<file path="src/rtl/inta_sequencer.sv">
// Interrupt-acknowledge sequencer: two INTA pulses, vector capture, valid/ready hand-off.
// Optional INT_SYNC_EN macro adds a two-flop synchronizer on INT for an asynchronous controller.
module inta_sequencer #(
  parameter int PULSE_CYCLES = 2,
  parameter int GAP_CYCLES   = 2
) (
  input  logic       CLK,
  input  logic       RST_N,
  input  logic       INT,
  input  logic       ENABLE,
  input  logic [7:0] DATABUS,
  output logic       INTA,
  output logic [7:0] VECTOR,
  output logic       VECTOR_VALID,
  input  logic       VECTOR_READY,
  output logic       BUSY,
  output logic [7:0] ACK_COUNT
);
  localparam int MAXC = (PULSE_CYCLES > GAP_CYCLES) ? PULSE_CYCLES : GAP_CYCLES;
  localparam int CW   = $clog2(MAXC + 1);
  localparam logic [CW-1:0] PULSE_LD = CW'(PULSE_CYCLES);
  localparam logic [CW-1:0] GAP_LD   = CW'(GAP_CYCLES);
  localparam logic [CW-1:0] CNT_LAST = CW'(1);

  typedef enum logic [2:0] {S_IDLE, S_ACK1, S_GAP, S_ACK2, S_HOLD} state_t;

  state_t        state;
  logic [CW-1:0] cnt;
  logic          int_eff;

`ifdef INT_SYNC_EN
  logic int_s1, int_s2;
  always_ff @(posedge CLK) begin
    if (!RST_N) begin
      int_s1 <= 1'b0;
      int_s2 <= 1'b0;
    end else begin
      int_s1 <= INT;
      int_s2 <= int_s1;
    end
  end
  assign int_eff = int_s2;
`else
  assign int_eff = INT;
`endif

  // Once ACK1 starts the sequence runs to HOLD regardless of INT/ENABLE.
  always_ff @(posedge CLK) begin
    if (!RST_N) begin
      state        <= S_IDLE;
      cnt          <= '0;
      INTA         <= 1'b1;
      VECTOR       <= 8'h00;
      VECTOR_VALID <= 1'b0;
      ACK_COUNT    <= 8'h00;
    end else begin
      case (state)
        S_IDLE: if (int_eff && ENABLE) begin
          state <= S_ACK1;
          cnt   <= PULSE_LD;
          INTA  <= 1'b0;
        end
        S_ACK1: if (cnt == CNT_LAST) begin
          state <= S_GAP;
          cnt   <= GAP_LD;
          INTA  <= 1'b1;
        end else cnt <= cnt - CNT_LAST;
        S_GAP: if (cnt == CNT_LAST) begin
          state <= S_ACK2;
          cnt   <= PULSE_LD;
          INTA  <= 1'b0;
        end else cnt <= cnt - CNT_LAST;
        S_ACK2: if (cnt == CNT_LAST) begin
          state        <= S_HOLD;
          INTA         <= 1'b1;
          VECTOR       <= DATABUS;
          VECTOR_VALID <= 1'b1;
        end else cnt <= cnt - CNT_LAST;
        S_HOLD: if (VECTOR_READY) begin
          state        <= S_IDLE;
          VECTOR_VALID <= 1'b0;
          ACK_COUNT    <= ACK_COUNT + 8'd1;
        end
        default: begin
          state <= S_IDLE;
          INTA  <= 1'b1;
        end
      endcase
    end
  end

  assign BUSY = (state != S_IDLE);
endmodule

</file>
<file path="config.mk">
export PLATFORM = sky130hd
export DESIGN_NAME = inta_sequencer
export DESIGN_NICKNAME = d
export VERILOG_FILES = /design/src/rtl/inta_sequencer.sv
export SDC_FILE = /design/constraint.sdc
export NUM_CORES = 1
export LEC_CHECK = 0
export ABC_AREA = 1
export BUFFER_PORTS_ARGS = -buffer_cell sky130_fd_sc_hd__buf_2
export CAP_MARGIN = 20
export CORE_MARGIN = 3
export CORE_UTILIZATION = 50
export DETAILED_ROUTE_END_ITERATION = 12
export GPL_ROUTABILITY_DRIVEN = 0
export HOLD_SLACK_MARGIN = 0.02
export PLACE_DENSITY = 0.74
export SLEW_MARGIN = 20
export SYNTH_ARGS = -nofsm -noshare
export SYNTH_HDL_FRONTEND = slang
export SYNTH_SLANG_ARGS = --single-unit
</file>
<file path="constraint.sdc">
create_clock -name CLK -period 1.85 [get_ports CLK]
set_clock_uncertainty 0.2 [all_clocks]
set_input_delay 0.185 -clock CLK [delete_from_list [all_inputs] [get_ports CLK]]
set_output_delay 0.185 -clock CLK [all_outputs]
set_load 0.01 [all_outputs]
</file>
==> qor.yml <==
power_and_ir_drop:
  combPwrFrac_pct: 38.3
  p_per_area_mw_per_mm2: 968
  power.net_switching_mw: 0.539
  seq_power_share_pct: 43.9
  vdd_drop_max_uv: 621
  p_int_mw: 0.825
  netSwitchingFraction_pct: 39.5
  p_leak_nw: 0.644
  p_clk_share_pct: 17.8
drt:
  ant_nets: 0
  routed_wl_um: 2610
  wl_per_cell_um: 11.7
  viasPerCell: 5.13
  drt_pass1_iterations: 4
  vias: 1138
  drtIter0Drc: 15
  drc: 0
synthesis:
  netlist_instances: 155
  synth.yosys.seq_area_share_pct: 40.9
  synth_fp_nets: 171
  yosysWarnings: 0
  synth-seq-cells: 23
  avgSynthCellArea_um2: 7.26
  yosysUniqueCellTypes: 26
  syn_area_mm2: 0.00112
clock_tree:
  cts.clk_slew.worst_paths_ns: 0.13
  clockRootBuffer: "clkbuf_4"
  cts_buffers: 3
  worstSkewPairLatency_ns: 0.32
  h-tree-depth: 1
  post_cts_buffers: 0
  cts_num_sinks: 23
  cts_hold_buf: 9
  cts_resized: 0
  cts_max_path_buffers: 2
  cts_tree: "built"
grt:
  first_global_vias: 1022
  antenna_found_initial: 0
  grt_pass1_wl_um: 4460
  grt_start_max_net_pins: 16
  globalRouteOverflowTotal: 0
  grt_usage_pct: 21.5
place:
  hpwl_um: 1820
  dp.cells: 209
  placed_cell_area_mm2: 0.00129
  io_buffers: 31
setup_path:
  crit_type: "flip-flop to output port"
  worstPathMaxFanout: 7
  crit_chain: "nor2_2 -> nand2_1 -> buf_2"
  cp.required_ns: 1.46
  critPathTopFamily: "flip-flops"
  cp_slowest_cell: "dfxtp_1"
  crit_path_end_kind: "output port"
  slowest_delay_ns: 0.44
  start_kind: "flip-flop"
  crit_arrival_ns: 1.22
  crit_buf_inv: 1
final_layout:
  final_cell_mix: "nand2_1 (44), buf_2 (31), dfxtp_1 (23), a21oi_1 (17), nand3_1 (16)"
  drive_above_1_share_pct: 24.6
  final_cells: 222
  n_antenna_cell: 0
  final_common_cell: "nand2_1"
  fin_nets: 212
  nFillCells: 189
  final_area_mm2: 0.00141
  syn2layout_area_growth_pct: 25.3
floorplanning:
  dieArea_mm2: 0.00285
  start_util_pct: 55.1
  die_w_um: 53.4
  die_h_um: 53.4
  core.rowCount: 16
  core_mm2: 0.00204
  io_pins: 32
hold_path:
  hold_path_class: "input port to flip-flop"
timing:
  hold_violations: 0
  finalHoldWorstSlack_ns: 0.0485
  finalCritPeriodShare_pct: 87.0
  slew_headroom_pct: 65.8
  finalSetupTns_ns: 0
  period_needed_ns: 1.61
  rsz0062_at_grt: "no"
  max_freq_ghz: 0.621
  worstMarginPinSlew_ns: 0.513
  setup_violations: 0
  finalMaxSlewViolations: 0
outcome:
  status: "complete, no violations"
flow_run:
  cap_viol_max_count: 0
[path summary, 6_finish.rpt]
check | cells past startpoint | slack (ns) | start | to
max | 3 | 0.24 | state[2] | BUSY
min | 4 | 0.05 | VECTOR_READY | state[2]
min reg2reg | 2 | 0.27 | INTA | INTA
max reg2reg | 7 | 0.24 | cnt[1] | cnt[0]
[power groups by stage]
stage	Sequential (mW)	Combinational [mW]	Clock (mW)
final	0.599	0.522	0.243
after floorplan	0.603	0.383	0
after CTS	0.597	0.522	0.252
after global routing	0.605	0.595	0.270
after detailed placement	0.608	0.504	0
after global placement	0.601	0.485	0
[routing by layer]
layer / part of all wire (%) / vias up / routed length [um] / global-route usage [%]
met4: 2.3 / 0 / 59 / 9.36
met3: 6.1 / 9 / 159 / 4.79
met2: 46 / 37 / 1190 / 34.5
li1: - / 581 / - / -
met1: 46 / 511 / 1200 / 27.3
met5: 0 / - / 0 / 0
[through the flow]
step                      util, %  total power, mW  setup slack (ns)
after floorplan                 -            0.985             0.531
after global placement       63.1             1.09             0.417
after detailed placement     63.1             1.11             0.332
after CTS                    69.0             1.37             0.222
after global routing         69.0             1.47             0.125
final                        69.0             1.36             0.241
[synthesized netlist by cell type (all sizes together)]
library cell / number / share of area [%]
nor3: 1 / 0.44
xnor2: 1 / 0.78
a31oi: 1 / 0.56
a21oi: 19 / 9.1
nand3: 19 / 10
nand2: 46 / 16
clkinv: 1 / 0.44
nand4: 1 / 0.56
nand3b: 1 / 0.67
nor2: 18 / 7.8
dfxtp: 23 / 41
inv: 12 / 4.0
o21ai: 4 / 1.8
ha: 3 / 3.3
buf: 5 / 2.9
[state kept, by name, summed over array words and instances (netlist names)]
signal	cells
cnt	2
ACK_COUNT	8
VECTOR	8
INTA	1
state	3
VECTOR_VALID	1
[cell families after synthesis]
family                   count (synthesis)  share of synthesized area [%]
buffers and inverters                   18                           7.34
AND/OR/NAND/NOR                         86                           36.2
XOR/XNOR                                 1                          0.779
flip-flops                              23                           40.9
adder cells (fa/ha/maj)                  3                           3.34
AO/OA/AOI/OAI                           24                           11.5
[cell type report]
| type | instances | area (um^2) | share of cell area, % |
|---|---|---|---|
| Tap cell | 27 | 33.8 | 2.40 |
| Sequential cell | 23 | 460 | 32.7 |
| Clock buffer | 3 | 22.5 | 1.60 |
| Inverter | 13 | 50.0 | 3.55 |
| Clock inverter | 1 | 7.51 | 0.533 |
| Timing Repair Buffer | 41 | 253 | 17.9 |
| Multi-Input combinational cell | 114 | 582 | 41.3 |
[worst min-delay path: cells and delay by family]
family,cells,cell delay (ns)
buf+inv,2,0.15
compound gates,1,0.07
simple gates,1,0.13
Note: power is estimated with default switching activity, not from simulation.
